[config.mk]
export PLATFORM = sky130hd
export DESIGN_NAME = ctrl_pipe
export DESIGN_NICKNAME = d
export VERILOG_FILES = /design/src/rtl/ctrl_pipe.sv
export SDC_FILE = /design/constraint.sdc
export NUM_CORES = 1
export LEC_CHECK = 0
export CORE_MARGIN = 2
export CORE_UTILIZATION = 55
export CTS_CLUSTER_DIAMETER = 40
export CTS_CLUSTER_SIZE = 8
export DETAILED_ROUTE_END_ITERATION = 10
export DONT_BUFFER_PORTS = 1
export PLACE_DENSITY = 0.7
export SKIP_LAST_GASP = 1
export SLEW_MARGIN = 30
export SYNTH_ARGS = -nofsm -noshare
export SYNTH_HDL_FRONTEND = slang
export SYNTH_SLANG_ARGS = --single-unit
[constraint.sdc]
create_clock -name clk -period 3.38 [get_ports clk]
set_input_delay 1.014 -clock clk [delete_from_list [all_inputs] [get_ports clk]]
set_output_delay 1.014 -clock clk [all_outputs]
set_load 0.01 [all_outputs]
[src/rtl/ctrl_pipe.sv]
// Registered ID/EX decode/control stage for the 5-stage WISC-SP22 core.
// Detects load-use stalls, squashes on taken branches, handles SIIC/RTI/EPC and drains on HALT.
module ctrl_pipe #(
  parameter int unsigned       PC_W         = 16,
  parameter logic [PC_W-1:0]   EXC_VECTOR   = PC_W'(16'h0002),
  parameter int unsigned       DRAIN_CYCLES = 3
) (
  input  logic            clk,
  input  logic            rst,
  input  logic [15:0]     id_instr_i,
  input  logic            id_valid_i,
  input  logic [PC_W-1:0] id_pc_i,
  input  logic            ex_br_taken_i,
  output logic [22:0]     ex_ctrl_o,
  output logic [2:0]      ex_rd_o,
  output logic            ex_valid_o,
  output logic            stall_o,
  output logic            flush_o,
  output logic            redirect_o,
  output logic [PC_W-1:0] redirect_pc_o,
  output logic [PC_W-1:0] epc_o,
  output logic            halt_o
);

  localparam int unsigned CNT_W = 4;

  localparam logic [2:0] ALU_ROL  = 3'b000;
  localparam logic [2:0] ALU_ADD  = 3'b100;
  localparam logic [2:0] ALU_SLBI = 3'b101;
  localparam logic [2:0] ALU_XOR  = 3'b110;
  localparam logic [2:0] ALU_AND  = 3'b111;

  typedef struct packed {
    logic [1:0] alu_src;
    logic       zero_ext;
    logic [1:0] reg_src;
    logic       reg_write;
    logic       mem_write;
    logic       mem_read;
    logic       jump;
    logic       imm_src;
    logic [2:0] br_control;
    logic [2:0] alu_op;
    logic       inv_a;
    logic       inv_b;
    logic       cin;
    logic       stu;
    logic       btr;
    logic       lbi;
    logic       set_if;
  } ctrl_t;

  typedef enum logic [1:0] {RUN, DRAIN, HALTED} state_t;

  state_t          state_q, state_d;
  logic [CNT_W-1:0] cnt_q, cnt_d;
  logic [PC_W-1:0] epc_q, epc_d;
  ctrl_t           ex_ctrl_q, ex_ctrl_d;
  logic [2:0]      ex_rd_q, ex_rd_d;
  logic            ex_valid_q, ex_valid_d;

  ctrl_t      dec;
  logic [1:0] reg_dest;
  logic       uses_rs, uses_rt;
  logic [4:0] opcode;
  logic [2:0] rs, rt, dec_rd;
  logic       halt_id, siic_id, rti_id, hazard, in_run;
  logic       stall_c, flush_c, redirect_c, bubble;
  logic [PC_W-1:0] redirect_pc_c;

  assign opcode = id_instr_i[15:11];
  assign rs     = id_instr_i[10:8];
  assign rt     = id_instr_i[7:5];

  // Opcode decode; alu_src 01 selects the immediate, reg_src 10 selects PC+2.
  always_comb begin
    dec      = '0;
    reg_dest = 2'b00;
    uses_rs  = 1'b1;
    uses_rt  = 1'b0;
    case (opcode)
      5'b00000, 5'b00001, 5'b00010, 5'b00011: uses_rs = 1'b0;
      5'b00100: begin dec.jump = 1'b1; uses_rs = 1'b0; end
      5'b00101: begin dec.jump = 1'b1; dec.alu_src = 2'b01; dec.alu_op = ALU_ADD; dec.imm_src = 1'b1; end
      5'b00110: begin
        dec.jump = 1'b1; dec.reg_write = 1'b1; dec.reg_src = 2'b10; reg_dest = 2'b11; uses_rs = 1'b0;
      end
      5'b00111: begin
        dec.jump = 1'b1; dec.alu_src = 2'b01; dec.alu_op = ALU_ADD; dec.imm_src = 1'b1;
        dec.reg_write = 1'b1; dec.reg_src = 2'b10; reg_dest = 2'b11;
      end
      5'b01000: begin dec.alu_src = 2'b01; dec.reg_write = 1'b1; dec.alu_op = ALU_ADD; end
      5'b01001: begin
        dec.alu_src = 2'b01; dec.reg_write = 1'b1; dec.alu_op = ALU_ADD; dec.inv_a = 1'b1; dec.cin = 1'b1;
      end
      5'b01010: begin dec.alu_src = 2'b01; dec.reg_write = 1'b1; dec.alu_op = ALU_XOR; dec.zero_ext = 1'b1; end
      5'b01011: begin
        dec.alu_src = 2'b01; dec.reg_write = 1'b1; dec.alu_op = ALU_AND; dec.zero_ext = 1'b1; dec.inv_b = 1'b1;
      end
      5'b01100, 5'b01101, 5'b01110, 5'b01111: begin
        dec.br_control = {1'b1, opcode[1:0]}; dec.imm_src = 1'b1;
      end
      5'b10000: begin dec.alu_src = 2'b01; dec.alu_op = ALU_ADD; dec.mem_write = 1'b1; uses_rt = 1'b1; end
      5'b10001: begin
        dec.alu_src = 2'b01; dec.alu_op = ALU_ADD; dec.mem_read = 1'b1; dec.reg_write = 1'b1; dec.reg_src = 2'b01;
      end
      5'b10010: begin
        dec.alu_src = 2'b01; dec.zero_ext = 1'b1; dec.imm_src = 1'b1; dec.alu_op = ALU_SLBI;
        dec.reg_write = 1'b1; reg_dest = 2'b01;
      end
      5'b10011: begin
        dec.alu_src = 2'b01; dec.alu_op = ALU_ADD; dec.mem_write = 1'b1; dec.reg_write = 1'b1;
        dec.stu = 1'b1; reg_dest = 2'b01; uses_rt = 1'b1;
      end
      5'b10100, 5'b10101, 5'b10110, 5'b10111: begin
        dec.alu_src = 2'b01; dec.alu_op = {1'b0, opcode[1:0]}; dec.reg_write = 1'b1;
      end
      5'b11000: begin dec.lbi = 1'b1; dec.imm_src = 1'b1; dec.reg_write = 1'b1; reg_dest = 2'b01; uses_rs = 1'b0; end
      5'b11001: begin dec.btr = 1'b1; dec.reg_write = 1'b1; reg_dest = 2'b10; end
      5'b11010: begin
        dec.alu_op = ALU_ROL | {1'b0, id_instr_i[1:0]}; dec.reg_write = 1'b1; reg_dest = 2'b10; uses_rt = 1'b1;
      end
      5'b11011: begin
        dec.reg_write = 1'b1; reg_dest = 2'b10; uses_rt = 1'b1;
        case (id_instr_i[1:0])
          2'b00:   dec.alu_op = ALU_ADD;
          2'b01:   begin dec.alu_op = ALU_ADD; dec.inv_a = 1'b1; dec.cin = 1'b1; end
          2'b10:   dec.alu_op = ALU_XOR;
          default: begin dec.alu_op = ALU_AND; dec.inv_b = 1'b1; end
        endcase
      end
      default: begin
        // Set-if group: br_control[1:0] picks SEQ/SLT/SLE/SCO; SCO needs a true add.
        dec.set_if = 1'b1; dec.reg_write = 1'b1; reg_dest = 2'b10; uses_rt = 1'b1; dec.alu_op = ALU_ADD;
        dec.br_control = {1'b0, opcode[1:0]};
        dec.inv_b = (opcode[1:0] != 2'b11); dec.cin = (opcode[1:0] != 2'b11);
      end
    endcase
  end

  always_comb begin
    case (reg_dest)
      2'b00:   dec_rd = id_instr_i[7:5];
      2'b01:   dec_rd = id_instr_i[10:8];
      2'b10:   dec_rd = id_instr_i[4:2];
      default: dec_rd = 3'd7;
    endcase
  end

  assign in_run  = (state_q == RUN);
  assign halt_id = id_valid_i & (opcode == 5'b00000) & ~ex_br_taken_i;
  assign siic_id = id_valid_i & (opcode == 5'b00010) & ~ex_br_taken_i;
  assign rti_id  = id_valid_i & (opcode == 5'b00011) & ~ex_br_taken_i;
  assign hazard  = ex_valid_q & ex_ctrl_q.mem_read & id_valid_i &
                   ((uses_rs & (ex_rd_q == rs)) | (uses_rt & (ex_rd_q == rt)));

  // FSM: state register
  always_ff @(posedge clk) begin
    if (rst) begin
      state_q <= RUN;
      cnt_q   <= '0;
    end else begin
      state_q <= state_d;
      cnt_q   <= cnt_d;
    end
  end

  // FSM: next state
  always_comb begin
    state_d = state_q;
    cnt_d   = cnt_q;
    case (state_q)
      RUN: if (halt_id) begin
        state_d = DRAIN;
        cnt_d   = CNT_W'(DRAIN_CYCLES - 1);
      end
      DRAIN: if (cnt_q == '0) state_d = HALTED;
             else cnt_d = cnt_q - CNT_W'(1);
      default: state_d = HALTED;
    endcase
  end

  // FSM: outputs; flush wins over stall, DRAIN/HALTED ignore branches
  always_comb begin
    flush_c       = in_run & (ex_br_taken_i | siic_id | rti_id);
    stall_c       = ~in_run | (~flush_c & (hazard | halt_id));
    redirect_c    = in_run & (siic_id | rti_id);
    redirect_pc_c = '0;
    if (in_run & siic_id)     redirect_pc_c = EXC_VECTOR;
    else if (in_run & rti_id) redirect_pc_c = epc_q;
    bubble        = ~id_valid_i | flush_c | stall_c;
  end

  always_comb begin
    epc_d      = epc_q;
    if (in_run & siic_id) epc_d = id_pc_i + PC_W'(2);
    ex_ctrl_d  = bubble ? ctrl_t'('0) : dec;
    ex_rd_d    = bubble ? 3'd0 : dec_rd;
    ex_valid_d = ~bubble;
  end

  // ID/EX register and EPC
  always_ff @(posedge clk) begin
    if (rst) begin
      ex_ctrl_q  <= '0;
      ex_rd_q    <= '0;
      ex_valid_q <= 1'b0;
      epc_q      <= '0;
    end else begin
      ex_ctrl_q  <= ex_ctrl_d;
      ex_rd_q    <= ex_rd_d;
      ex_valid_q <= ex_valid_d;
      epc_q      <= epc_d;
    end
  end

  assign ex_ctrl_o     = ex_ctrl_q;
  assign ex_rd_o       = ex_rd_q;
  assign ex_valid_o    = ex_valid_q;
  assign epc_o         = epc_q;
  assign stall_o       = stall_c;
  assign flush_o       = flush_c;
  assign redirect_o    = redirect_c;
  assign redirect_pc_o = redirect_pc_c;
  assign halt_o        = (state_q == HALTED);

endmodule

Yosys cells after proc, flatten, opt, wreduce, memory -nomap -nowiden
Cells that the tools add are included.
{ "op_classes": {"reduce_logical": 29, "n_bitwise": 29, "mux": 32, "n_eq_ne": 39, "n_addsub": 2} }
{ "ops": {"columns": ["cell", "count"], "rows": [
  ["5-bit equality test (second input constant)", 12],
  ["26-bit OR reduction", 2],
  ["24-bit OR reduction", 2],
  ["5-bit by 4-bit equality test with 1-bit output (second input constant)", 8],
  ["16-bit two-way mux", 2],
  ["28-bit OR reduction", 1],
  ["3-bit case mux with 7 select lines", 1],
  ["5-bit by 3-bit equality test with 1-bit output (second input constant)", 4],
  ["20-bit OR reduction", 1],
  ["16-bit by 2-bit adder with 16-bit output (second input constant)", 1],
  ["1-bit bitwise AND", 16],
  ["1-bit two-way mux", 15],
  ["14-bit OR reduction", 1],
  ["2-bit case mux with 2 select lines", 3],
  ["12-bit OR reduction", 1],
  ["4-bit OR reduction", 3],
  ["11-bit OR reduction", 1],
  ["5-bit by 2-bit equality test with 1-bit output (second input constant)", 2],
  ["3-bit case mux with 3 select lines", 1],
  ["3-bit OR reduction", 3],
  ["4-bit two-way mux", 2],
  ["2-bit != test (second input constant)", 4],
  ["1-bit OR", 8],
  ["4-bit case mux with 2 select lines", 1],
  ["20 further kinds", 36]
]} }
{ "totals": {"wordCells": 153, "out_inout_bits": 63, "in_bits": 36, "register_bits": 49} }

Depth between registers and ports, before layout
{ "logic_depth": {"word_depth": 11, "mapped_depth": 8, "ltp_nobuf": 6} }

Least setup slack after synthesis
Ideal clock, no wire load.
{ "synth_timing": {"path_kind": "input to output", "from": "input port id_instr_i[15]", "to": "output port redirect_pc_o[10]", "slack_ps": -13, "t_required_ps": 2366, "n_path_buf": 2, "cell_stages": 6, "t_arrival_ps": 2379, "path_cell_list": "buf_4 > nor4b_1 > nand3_1 > inv_1 > clkbuf_1 > and3_1"} }
{ "synth_via": {"elab_chain_cells": 6, "word_cells_on_any_way": 10, "classes_between": "2 x eq/ne; 2 x mux; 6 x bitwise"} }
{ "synth_rtl": {"columns": ["item", "line", "source"], "rows": [
  ["start: declaration", "10", "input logic [15:0] id_instr_i,"],
  ["5-bit by 2-bit equality test with 1-bit output", "153", "assign rti_id = id_valid_i & (opcode == 5'b00011) & ~ex_br_taken_i;"],
  ["1-bit bitwise AND (2 in a row)", "153", null],
  ["1-bit bitwise AND", "190", "else if (in_run & rti_id) redirect_pc_c = epc_q;"],
  ["16-bit two-way mux", "190", null],
  ["16-bit two-way mux *", "189", "if (in_run & siic_id) redirect_pc_c = EXC_VECTOR;"],
  ["end: declaration", "20", "output logic [PC_W-1:0] redirect_pc_o,"]
]} }
Mark *: on every way between the ends. The rest lies on a longest branch, timed or not.

Worst setup path in the final report
{ "layout_timing": {"from": "input port id_instr_i[15]", "to": "output port stall_o"} }
{ "layout_via": {"elab_chain_cells": 9, "word_cells_on_any_way": 45, "classes_between": "23 x eq/ne; 2 x mux; 17 x bitwise; 3 x reduce/logical"} }
{ "layout_rtl": {"columns": ["item", "line", "source"], "rows": [
  ["5-bit by 2-bit equality test with 1-bit output, or another cell as far along", "81, 152", null],
  ["24-bit OR reduction (no source line), or another cell as far along", null, null],
  ["1-bit two-way mux / 1-bit bitwise AND (equally long branches)", "81, 152", null],
  ["1-bit bitwise AND / 1-bit OR (equally long branches)", "155, 185", null],
  ["1-bit OR, on equally long branches", "155, 185", null],
  ["1-bit bitwise AND, on equally long branches", "154, 185", null],
  ["1-bit OR / 1-bit inverter (equally long branches)", "186", "stall_c = ~in_run | (~flush_c & (hazard | halt_id));"],
  ["1-bit bitwise AND *", "186", null],
  ["1-bit OR *", "186", null],
  ["end: declaration", "17", "output logic stall_o,"]
]} }
Marked as above.

==> impl_results.md <==
- Most common cell after layout, fill and taps aside: dfxtp_1
- Starting Density: 0.5635
- # diodes: 0
- Area share of xor/xnor cells in the synthesized design: 0.08325
- Total Nets Final: 323
- Worst path depth: 4
- Status: finished clean
- Reg area: 940.9 sq um
- Maximum VDD drop: 0.0001702 V
- Tightest Pin Transition: 551.2 ps
- Die area: 0.004946 sq mm
- Routability Congestion: 0.7793
- Slew HR: 0.6277
- Crit path launch: id_instr_i[15]
- Critical path's top delay family: simple AND/OR/NAND/NOR gates
- Fin cells: 338
- Worst-skew pair later-pin latency: 290 ps
- Critical path cell sequence: or4_1 -> o41ai_1 -> nor2_1 -> a21oi_1
- Core ar.: 0.004294 sq mm
- CP required: 2370 ps
- Mapped Cells: 293
- CP endpoint: stall_o
- Drt pass-1 iters: 4
- Buffers added on ports: 0
- Comb power frac: 0.085
- EDFF count, synth: 0
- Remaining antenna violation count: 0
- Initial DRC Count: 133
- Synth Area in Adders: 0.01034
- Syn_area_per_cell: 8.259 sq um
- Vias: 2,016
- Synth warnings: 0
- DP HPWL: 3691 microns
- GRT met3 Usage: 0.06638
- CP Data Arrival Time: 2280 ps
- Leak Pwr: 0.9339 nW
- Setup TNS: 0 ps
- Sw Ratio: 0.2245
- Final Skew: 4.744 ps
- HP Class: flop to flop
- Ys async rst share: 0
- FMAX: 303.6 MHz
- Most frequent cells in the layout: dfxtp_1 (47), nor2_1 (42), and3_1 (17), nor3_1 (17), a211oi_1 (16)
- CTS tree: done
- Worst Setup End Kind: primary output
- Max Cap Viol: 0
- Synth top area share: 0.3888
- Startpoint Class: input pin
- NetSw: 0.2284 mW
- Final total power: 1.017 mW
- Global route overflow: 0
- Internal power: 0.7888 mW
- RSZ-0062 raised after global routing: false
- Worst reg2reg setup slack: 1280 ps
- Hold WS: 500.3 ps
- Period utilization: 0.9744
- I/O pins: 99
- Reg2Reg Capture Point: ex_ctrl_o[18]
- Sequential-to-total area share from yosys stat: 0.3888
- Final hold violations: 0
- Routed vias/inst: 5.964
- Yosys top cell by area: dfxtp_1
- Yosys reg bits: 47
- Routing usage on met1: 0.2703
- FP Rows: 24
- Synth Area in Compound Gates: 0.1329
- Mux share of post-synthesis cell area: 0.04343
- Largest family of logic cells by synthesized area: simple AND/OR/NAND/NOR gates
- WS Path Type: input pin to primary output
- FF-to-FF path depth: 6
- Most frequently used flop master after synthesis: dfxtp_1
- CP max stage cell: or4_1
- Number of CTS-inserted buffers: 5
- DRC Markers: 0
- Distinct cell type count after synthesis: 46
- Pin count of the biggest net entering global routing: 34
- Setup Buffers After CTS: 0
- Clock sinks: 47
- Gates resized, CTS repair: 0
- Final setup fails: 0
- Number of global-route vias before repair: 1,759
- Root buffer cell: clkbuf_8
- Synthesized Nets: 331
- Gr busiest metal: met2
- Dpl cells: 330
- Wire per inst: 14.81 microns
- Crit Reg-Reg Startpoint: state_q[0]
- Buffers and inverters on the worst path: 0
- Global Route Usage Sum: 0.2093
- PwrDens: 401.3 mW/mm^2
- Met2 usage: 0.3344
- Max FO, Critical Path: 29
- Post-Route WL: 5005 microns
- Synth Cell Area: 0.002420 sq mm
- Clock Path Buffers: 2
- First-pass GRT wire length: 8411 microns
- Die height: 70.33 microns
- Fin. max-slew vios: 0
- CP max stage delay: 560 ps
- Top cells by area, synth: dfxtp_1 (39%), nor2_1 (6.7%), a211oi_1 (5.0%), and3_1 (4.4%), xor2_1 (4.3%)
- Layout Utilization: 0.5903
- Layout cells sized above 1: 0.08392
- Area of the multi-input gates: 0.001331 sq mm
- Htree depth: 2
- FILL cells: 410
- Reg power frac: 0.559
- Initial antenna violation count: 0
- Min cycle time layout: 3293 ps
- Die Wd: 70.33 microns
- Simple-gate portion of the synthesized area: 0.2751
- Clk slew on worst S/H paths: 80 ps
- Hold Buf Count CTS: 0
- P&R area growth vs syn: 4.757%
- Clock power share: 0.357
==> cells by family after synthesis <==
group,count (synthesis)
buf+inv,33
mux,10
compound gates,46
fa+ha+maj,2
other cells,1
flops,47
xor+xnor,23
simple gates,131
==> layout make-up <==
cell class / count / share of cell area
multi-input combinational: 213 / 0.5252
sequential: 47 / 0.3712
clock buffer: 7 / 0.03801
tap: 52 / 0.02567
timing repair buffer: 7 / 0.02073
inverter: 11 / 0.01629
clock inverter: 1 / 0.002962
==> flip-flops by register name, indices dropped and copies added (netlist names) <==
register,count
ex_rd_o,3
ex_ctrl_o,21
state_q,2
ex_valid_o,1
cnt_q,4
epc_o,16
==> worst min-delay path by stage <==
stage | end | slack [ps] | start | cells past startpoint
2_1_floorplan | cnt_q[1] | 460 | cnt_q[1] | 2
3_3_place_gp | cnt_q[1] | 470 | cnt_q[1] | 2
3_5_place_dp | cnt_q[1] | 490 | cnt_q[1] | 2
4_1_cts | cnt_q[1] | 500 | cnt_q[1] | 2
5_1_grt | cnt_q[1] | 550 | cnt_q[1] | 2
6_report | cnt_q[1] | 500 | cnt_q[1] | 2
==> cells in the mapped netlist, types with 7 or more instances <==
master     n
a211oi_1  16
a21oi_1    9
and3_1    17
clkbuf_1  11
dfxtp_1   47
inv_1     10
nand2_1   13
nand3_1   14
nor2_1    43
nor3_1    17
o21ai_0    7
xnor2_1   11
xor2_1    12
==> routing by layer <==
| metal | up-vias | part of all wire | routed length (microns) |
|---|---|---|---|
| met3 | 2 | 0.079 | 393 |
| met5 | - | 0 | 0 |
| li1 | 1015 | - | - |
| met4 | 0 | 0.0056 | 28 |
| met1 | 916 | 0.43 | 2140 |
| met2 | 83 | 0.49 | 2442 |
==> metrics by stage <==
step | setup WS, ps | instance area (sq um)
6_report | 86.60 | 2535
2_1_floorplan | 91.98 | 2421
5_1_grt | 28.28 | 2535
3_3_place_gp | 92.80 | 2425
4_1_cts | 49.60 | 2529
3_5_place_dp | 76.24 | 2425
==> power groups by stage <==
stage	Clock [mW]	Combinational, mW	Sequential, mW
floorplan	0	0.0916	0.581
global placement	0	0.0849	0.582
detailed placement	0	0.0857	0.582
CTS	0.375	0.0862	0.569
global route	0.400	0.0975	0.570
finish	0.363	0.0861	0.568
==> tightest hold or removal path, cell delays in order (launching register included) <==
cell,delay (ps)
dfxtp_1,320
inv_1,70
a211oi_1,70
No activity file was read; power rests on OpenSTA's default activity.
